==> config.mk <==
export PLATFORM = sky130hd
export DESIGN_NAME = wb_arbiter
export DESIGN_NICKNAME = d
export VERILOG_FILES = /design/src/rtl/wb_arbiter_pkg.sv /design/src/rtl/rr_arb2.sv /design/src/rtl/wb_arbiter.sv
export SDC_FILE = /design/constraint.sdc
export NUM_CORES = 1
export LEC_CHECK = 0
export CORE_ASPECT_RATIO = 2
export CORE_UTILIZATION = 30
export CTS_CLUSTER_SIZE = 14
export DETAILED_ROUTE_END_ITERATION = 6
export DONT_BUFFER_PORTS = 1
export PLACE_DENSITY = 0.54
export SYNTH_ARGS = -nofsm -noshare
export SYNTH_HDL_FRONTEND = slang
export SYNTH_SLANG_ARGS = --single-unit
export TNS_END_PERCENT = 20
==> constraint.sdc <==
create_clock -name clk -period 4.6 [get_ports clk]
set_input_delay 0 -clock clk [delete_from_list [all_inputs] [get_ports clk]]
set_output_delay 0 -clock clk [all_outputs]
set_load 0.005 [all_outputs]
==> src/rtl/wb_arbiter_pkg.sv <==
// Shared defaults and requester indices for the writeback arbiter.
package wb_arbiter_pkg;

    localparam int unsigned DATA_W_DEFAULT = 32;
    localparam int unsigned AREG_W_DEFAULT = 5;
    localparam int unsigned CNT_W_DEFAULT  = 16;

    localparam int unsigned REQ_ALU = 0;
    localparam int unsigned REQ_LSU = 1;

endpackage

==> src/rtl/rr_arb2.sv <==
// Two-input round-robin arbiter; owns the priority pointer, grant is combinational.
module rr_arb2
    import wb_arbiter_pkg::*;
(
    input  logic       clk,
    input  logic       rst_n,
    input  logic [1:0] req_i,
    input  logic       hold_i,
    output logic [1:0] gnt_o,
    output logic       prio_o
);

    logic prio_q, prio_d;

    always_ff @(posedge clk) begin
        if (!rst_n) begin
            prio_q <= 1'b0;
        end else begin
            prio_q <= prio_d;
        end
    end

    always_comb begin
        gnt_o = 2'b00;
        if (!hold_i) begin
            if (req_i[REQ_ALU] && req_i[REQ_LSU]) begin
                gnt_o = prio_q ? 2'b10 : 2'b01;
            end else begin
                gnt_o = req_i;
            end
        end
    end

    // Pointer moves to the loser of the current grant; idle cycles leave it alone.
    always_comb begin
        prio_d = prio_q;
        if (gnt_o[REQ_ALU]) begin
            prio_d = 1'b1;
        end else if (gnt_o[REQ_LSU]) begin
            prio_d = 1'b0;
        end
    end

    assign prio_o = prio_q;

endmodule

==> src/rtl/wb_arbiter.sv <==
// Writeback arbiter: merges ALU and load results into one registered register-file write port.
module wb_arbiter
    import wb_arbiter_pkg::*;
#(
    parameter int unsigned DATA_W = DATA_W_DEFAULT,
    parameter int unsigned AREG_W = AREG_W_DEFAULT,
    parameter int unsigned CNT_W  = CNT_W_DEFAULT
) (
    input  logic              clk,
    input  logic              rst_n,
    input  logic              alu_valid,
    input  logic [AREG_W-1:0] alu_rd,
    input  logic [DATA_W-1:0] alu_wd,
    output logic              alu_ready,
    input  logic              lsu_valid,
    input  logic [AREG_W-1:0] lsu_rd,
    input  logic [DATA_W-1:0] lsu_wd,
    output logic              lsu_ready,
    input  logic              hold,
    output logic              rf_we,
    output logic [AREG_W-1:0] rf_rd,
    output logic [DATA_W-1:0] rf_wd,
    output logic [CNT_W-1:0]  conflict_cnt
);

    logic [1:0]        gnt;
    logic              prio_unused;
    logic              rf_we_q, rf_we_d;
    logic [AREG_W-1:0] rf_rd_q, rf_rd_d;
    logic [DATA_W-1:0] rf_wd_q, rf_wd_d;
    logic [CNT_W-1:0]  cnt_q, cnt_d;

    // Reset acts as an extra hold so nothing is accepted on a reset edge.
    rr_arb2 u_rr_arb2 (
        .clk    (clk),
        .rst_n  (rst_n),
        .req_i  ({lsu_valid, alu_valid}),
        .hold_i (hold | ~rst_n),
        .gnt_o  (gnt),
        .prio_o (prio_unused)
    );

    assign alu_ready = gnt[REQ_ALU];
    assign lsu_ready = gnt[REQ_LSU];

    always_comb begin
        rf_we_d = 1'b0;
        rf_rd_d = rf_rd_q;
        rf_wd_d = rf_wd_q;
        if (gnt[REQ_ALU]) begin
            rf_we_d = (alu_rd != '0);
            rf_rd_d = alu_rd;
            rf_wd_d = alu_wd;
        end else if (gnt[REQ_LSU]) begin
            rf_we_d = (lsu_rd != '0);
            rf_rd_d = lsu_rd;
            rf_wd_d = lsu_wd;
        end
    end

    always_comb begin
        cnt_d = cnt_q;
        if (alu_valid && lsu_valid && !hold && (cnt_q != '1)) begin
            cnt_d = cnt_q + CNT_W'(1);
        end
    end

    always_ff @(posedge clk) begin
        if (!rst_n) begin
            rf_we_q <= 1'b0;
            rf_rd_q <= '0;
            rf_wd_q <= '0;
            cnt_q   <= '0;
        end else begin
            rf_we_q <= rf_we_d;
            rf_rd_q <= rf_rd_d;
            rf_wd_q <= rf_wd_d;
            cnt_q   <= cnt_d;
        end
    end

    assign rf_we        = rf_we_q;
    assign rf_rd        = rf_rd_q;
    assign rf_wd        = rf_wd_q;
    assign conflict_cnt = cnt_q;

endmodule

==> impl_metrics.json, run 1 <==
{
  "reg2reg_slack_ns": 1.93,
  "ir_worst_vdd_uv": 190,
  "drt_pre_antenna_iters": 4,
  "dp_slack_ns": 2.57,
  "relSlewSlack": 0.252,
  "fillers": 739,
  "die_w_um": 66.4,
  "syn_inst": 277,
  "layout-area-overhead-vs-synth_pct": 39.5,
  "reg2reg_depth": 8,
  "synth_area_per_cell_um2": 8.98,
  "leakage_nw": 1.20,
  "final-instance-count-excl-fill": 440,
  "synth_common_cells": "55 x dfxtp_1, 46 x a21oi_1, 39 x o21ai_0",
  "r2r_end": "rf_we$_SDFF_PN0_",
  "antenna_cells": 0,
  "drt-total-wl_um": 7900,
  "grt_start_max_net_pins": 69,
  "antenna_found_initial": 0,
  "vias_per_cell": 5.55,
  "criticalPathCategory": "reg -> reg",
  "fin_crit_sh": 0.580,
  "cts_tree": "yes",
  "crit_end": "rf_we$_SDFF_PN0_",
  "crit_path_end_kind": "flop",
  "startpoint_type": "flop",
  "multi_input_area_mm2": 0.00131,
  "drv_slew": 0,
  "clock_latency_ns": 0.29,
  "fmax_mhz": 375,
  "clock-root-buffer": "clkbuf_16",
  "portBuffers": 0,
  "ys_dominant_reg_cell": "dfxtp_1",
  "worst_slew_pin_slew_ns": 1.12,
  "cts_made_buffers": 5,
  "seqCellArea_mm2": 0.00110,
  "synthArstFlopShare": 0,
  "powerDensity_mw_per_mm2": 298,
  "die-area_mm2": 0.00869,
  "ys_seq_elements": 55,
  "die_y_um": 131,
  "gp_congestion": 0.702,
  "timing.final.ws_setup_ns": 1.93,
  "setup.worst_path.start": "u_rr_arb2.prio_o$_SDFFE_PN0P_",
  "outcome": "completed",
  "ys_types": 39,
  "ant_nets": 0,
  "synth_area_leaders": "dfxtp_1 44%, mux2i_1 14%, a21oi_1 9.3%",
  "hold_path.class": "in -> reg",
  "synthMostInstantiatedCell": "dfxtp_1",
  "fin_util": 0.434,
  "rsz0062_at_grt": "false",
  "cp.arrival_ns": 2.85,
  "yosysWarnings": 0,
  "grt_pass1_vias": 2451,
  "post_cts_buffers": 0,
  "rows": 46,
  "synth_edf_count": 0,
  "htreeDepth": 2,
  "hold_viol": 0,
  "dp_cells": 355,
  "initial_utilization": 0.311,
  "r2r_start": "u_rr_arb2.prio_o$_SDFFE_PN0P_",
  "worstPathRequired_ns": 4.79,
  "grt_pass1_wl_um": 11800,
  "tns_ns": 0,
  "syn_nets": 357,
  "nets": 423,
  "coreArea_mm2": 0.00800,
  "yosysSeqAreaShare": 0.442,
  "ios": 135,
  "synth_area_mm2": 0.00249,
  "clock_sinks": 55,
  "wl_per_cell_um": 18.0,
  "max_cap_viol_count": 0,
  "drive_gt1_frac": 0.0494,
  "cp_max_fo": 68,
  "setup_viol": 0,
  "synth_top_area_share": 0.442,
  "yosysTopAreaCell": "dfxtp_1",
  "fin_worst_skew_ns": 0.00411,
  "cts.path.max_buffers": 2,
  "grt_overflow_total": 0,
  "remaining_drc_errors": 0,
  "fin_crit_ns": 2.67,
  "grt_usage": 0.181,
  "vias": 2442,
  "cts.clk_slew.worst_paths_ns": 0.08,
  "dp_hpwl_um": 5000,
  "drt_iter0_drc": 76
}
-- critical path: stages, from the launching register on --
cell	delay (ns)
dfxtp_1	0.35
nand2_1	0.07
nand3_2	0.07
buf_4	0.48
inv_1	0.27
o21ai_0	0.13
dlygate4sd3_1	0.57
nand2_1	0.05
dlygate4sd3_1	0.55
-- cell type report --
class                           instances  area share
Multi-Input combinational cell        200       0.376
Sequential cell                        55       0.317
Timing Repair Buffer                   78       0.227
Clock buffer                            6      0.0371
Tap cell                               96      0.0346
Clock inverter                          2     0.00469
Inverter                                3     0.00324
-- how the worst min path moves through the flow --
stage,start,to,slack (ns),cells past startpoint
after floorplan,lsu_rd[3],rf_we$_SDFF_PN0_,0.14,2
after global placement,rst_n,conflict_cnt[11]$_SDFFE_PN0P_,0.13,1
after detailed placement,rst_n,conflict_cnt[11]$_SDFFE_PN0P_,0.13,1
after CTS,rst_n,conflict_cnt[11]$_SDFFE_PN0P_,0.007,2
after global routing,rst_n,conflict_cnt[12]$_SDFFE_PN0P_,0.03,2
final,rst_n,conflict_cnt[11]$_SDFFE_PN0P_,0.01,2
-- sequential cells by signal, indices dropped and copies added, names as in the netlist --
signal	cells
rf_rd	5
conflict_cnt	16
u_rr_arb2.prio_o	1
rf_we	1
rf_wd	32
-- placed cells by master, fill, tap and decap left out, types with 2 or more instances in the layout --
master,instances
dfxtp_1,55
clkbuf_16,5
nand2_1,14
nor3_1,5
dlygate4sd3_1,76
or3_1,2
and4_1,3
mux2i_1,34
nor4_1,3
inv_1,2
a21oi_1,46
a211oi_1,2
nor2_1,7
o31ai_1,4
o21ai_0,39
nand3_1,6
o41ai_1,2
a22oi_1,4
nand4_1,3
or4_1,6
-- per-stage QoR --
stage / cell area, um^2 / power, mW / hold slack [ns]
floorplan: 2490 / 0.578 / 0.136
CTS: 3470 / 1.05 / 0.00743
finish: 3470 / 1.04 / 0.0146
detailed placement: 2540 / 0.590 / 0.131
global placement: 2540 / 0.587 / 0.132
global route: 3470 / 1.07 / 0.0294
-- layer usage --
layer	vias to the layer above	track usage	wire, um
li1	1172	-	-
met2	110	0.367	4530
met3	9	0.0503	563
met4	0	0.0626	141
met1	1151	0.163	2670
met5	-	0	0
-- where the power goes --
part           internal [mW]  total [mW]  leakage, nW  switching [mW]
Combinational         0.0745       0.124        0.689          0.0496
Sequential             0.499       0.517        0.449          0.0188
Clock                  0.205       0.394       0.0675           0.189
Total                  0.778        1.04         1.20           0.258
-- kinds of logic after synthesis --
logic type      synth area share
simple gates               0.148
fa+ha+maj                0.00503
compound gates             0.229
xor+xnor                 0.00352
flops                      0.442
mux                        0.137
buf+inv                   0.0357
-- what timing repair did --
action                                 in CTS  in global routing
endpoints found under the hold margin      42                  0
gates resized for setup                     0                  0
hold buffers                               77                  0
Note: power is estimated with default switching activity, not from simulation.
==> run 2: changes to the inputs <==
--- a/config.mk
+++ b/config.mk
@@ -5,12 +5,13 @@
 export SDC_FILE = /design/constraint.sdc
 export NUM_CORES = 1
 export LEC_CHECK = 0
+export ABC_AREA = 1
 export CORE_ASPECT_RATIO = 2
 export CORE_UTILIZATION = 30
 export CTS_CLUSTER_SIZE = 14
 export DETAILED_ROUTE_END_ITERATION = 6
 export DONT_BUFFER_PORTS = 1
-export PLACE_DENSITY = 0.54
+export PLACE_DENSITY = 0.55
 export SYNTH_ARGS = -nofsm -noshare
 export SYNTH_HDL_FRONTEND = slang
 export SYNTH_SLANG_ARGS = --single-unit
==> constraint.sdc (replaced) <==
create_clock -name clk -period 2.4 [get_ports clk]
set_input_delay 0 -clock clk [delete_from_list [all_inputs] [get_ports clk]]
set_output_delay 0 -clock clk [all_outputs]
set_load 0.005 [all_outputs]
==> run 2 against run 1 <==
Flip-flop and latch count unchanged; design area increased by 6.2%; first-iteration DRC count decreased by 5.3%; critical path type is now in -> reg; critical endpoint unchanged.
==> impl_metrics.json, run 2 <==
{
  "powerDensity_mw_per_mm2": 563,
  "synth_area_per_cell_um2": 6.57,
  "total_power_mw": 2.08,
  "cts_made_buffers": 5,
  "drt_pre_antenna_iters": 6,
  "critPathSlowestCell": "dlygate4sd3_1",
  "worstPathRequired_ns": 2.58,
  "syn_inst": 411,
  "leakage_nw": 1.44,
  "drt-total-wl_um": 8350,
  "synth_edf_count": 0,
  "ir_worst_vdd_uv": 414,
  "critPathBufInv": 3,
  "setup_viol": 0,
  "rsz0062_at_grt": "false",
  "cts_tree": "yes",
  "dp_hpwl_um": 5580,
  "synth_area_mm2": 0.00270,
  "max_cap_viol_count": 0,
  "grt_pass1_vias": 2919,
  "clock_sinks": 55,
  "initial_utilization": 0.310,
  "grt_start_max_net_pins": 42,
  "synth_area_leaders": "dfxtp_1 41%, nand2_1 12%, o21ai_1 11%",
  "ios": 135,
  "rows": 48,
  "fmax_mhz": 492,
  "coreArea_mm2": 0.00871,
  "ys_dominant_reg_cell": "dfxtp_1",
  "ant_nets": 0,
  "p_seq_frac": 0.479,
  "ys_seq_elements": 55,
  "grt_usage": 0.179,
  "yosysSeqAreaShare": 0.408,
  "pwr-share-clk": 0.395,
  "die_y_um": 136,
  "crit_family": "buffers and inverters",
  "clock-root-buffer": "clkbuf_16",
  "vias": 2942,
  "synth_top_area_share": 0.408,
  "ys_types": 25,
  "p_switching_mw": 0.492,
  "antenna_cells": 0,
  "fin_util": 0.423,
  "vias_per_cell": 5.09,
  "syn_nets": 491,
  "synthArstFlopShare": 0,
  "criticalPathCategory": "in -> reg",
  "cts.clk_slew.worst_paths_ns": 0.07,
  "remaining_drc_errors": 0,
  "crit_path_end_kind": "flop",
  "final_common_cell": "nand2_1",
  "worst_slew_pin_slew_ns": 0.624,
  "yosysTopAreaCell": "dfxtp_1",
  "synth_common_cells": "84 x nand2_1, 58 x o21ai_1, 55 x dfxtp_1",
  "post_cts_buffers": 0,
  "layout_common_cells": "84 x nand2_1, 75 x dlygate4sd3_1, 58 x o21ai_1, 55 x dfxtp_1, 50 x inv_1",
  "critical_path.most_common_cell": "dlygate4sd3_1",
  "die_w_um": 69.1,
  "worstPathCellList": "dlygate4sd3_1, or2_2, nor4_1, dlygate4sd3_1, o22ai_1, dlygate4sd3_1",
  "nets": 558,
  "cp.arrival_ns": 2.22,
  "layout-area-overhead-vs-synth_pct": 36.5,
  "fin_crit_sh": 0.847,
  "htreeDepth": 2,
  "die-area_mm2": 0.00941,
  "slowest_delay_ns": 0.59,
  "hold_viol": 0,
  "fin_worst_skew_ns": 0.00434,
  "drive_gt1_frac": 0.0439,
  "grt_overflow_total": 0,
  "yosysWarnings": 0,
  "drt_iter0_drc": 72,
  "relSlewSlack": 0.583,
  "hold_buffers": 75,
  "cts.path.max_buffers": 2,
  "gp_congestion": 0.867,
  "portBuffers": 0,
  "largest_reg_flops": 32,
  "wl_per_cell_um": 14.4,
  "drv_slew": 0,
  "fin_crit_ns": 2.03,
  "synthMostInstantiatedCell": "nand2_1",
  "startpoint_type": "input pin",
  "outcome": "completed",
  "post_cts_resized": 0,
  "antenna_found_initial": 0,
  "combPwrFrac": 0.126,
  "cp_max_fo": 2,
  "clock_latency_ns": 0.29,
  "power.internal_mw": 1.58,
  "hold_path.class": "in -> reg",
  "grt_pass1_wl_um": 13400,
  "tns_ns": 0,
  "switching_share": 0.237
}
==> run 2: final timing paths <==
kind | startpoint | to | slack (ns) | depth (start not counted)
worst max-delay path | lsu_rd[3] | rf_we$_SDFF_PN0_ | 0.37 | 6
worst min-delay path | lsu_wd[14] | rf_wd[14]$_SDFFE_PN0P_ | 0.01 | 4
worst max register to register | u_rr_arb2.prio_o$_SDFFE_PN0P_ | rf_rd[2]$_SDFFE_PN0P_ | 0.43 | 8
worst min register to register | rf_wd[31]$_SDFFE_PN0P_ | rf_wd[31]$_SDFFE_PN0P_ | 0.48 | 2
==> run 2: power by group through the flow <==
| stage | clock, mW | combinational (mW) | sequential [mW] |
|---|---|---|---|
| floorplan | 0 | 0.130 | 1.00 |
| CTS | 0.860 | 0.257 | 0.994 |
| detailed placement | 0 | 0.153 | 1.02 |
| finish | 0.820 | 0.261 | 0.994 |
| global placement | 0 | 0.148 | 1.02 |
| global route | 0.882 | 0.292 | 1.00 |
==> run 2: layout make-up <==
class	instances	area (um^2)
repair buffers	79	781
clock buffers	5	125
multi-input cells	285	1320
clock inverters	2	37.5
flip-flops and latches	55	1100
fillers	859	5020
inverters	52	195
well taps	100	125
==> run 2: through the flow <==
stage	setup slack (ns)	cells	instance area, um^2	hold slack [ns]
3_3_place_gp	0.614	496	2770	0.123
4_1_cts	0.401	578	3680	0.00198
6_report	0.366	578	3680	0.0116
5_1_grt	0.252	578	3680	0.0545
2_1_floorplan	0.941	411	2700	0.121
3_5_place_dp	0.585	496	2770	0.128
==> run 2: routing by layer <==
| metal | up-vias | track usage | wire [um] |
|---|---|---|---|
| met5 | - | 0 | 0 |
| met4 | 0 | 0.0839 | 237 |
| met3 | 18 | 0.0504 | 621 |
| met2 | 123 | 0.362 | 4660 |
| met1 | 1324 | 0.155 | 2830 |
| li1 | 1477 | - | - |
==> run 2: tightest hold or removal path, cell delays in order <==
cell     delay (ns)
inv_1          0.03
o21ai_0        0.07
o21ai_0        0.09
a21oi_1        0.07
==> run 2: cell families after synthesis <==
kind of cell / after synthesis / synth area share
and+or+nand+nor: 164 / 0.259
AOI/OAI and AO/OA: 120 / 0.226
buffers and inverters: 71 / 0.103
DFF: 55 / 0.408
adders and majority gates: 1 / 0.00463
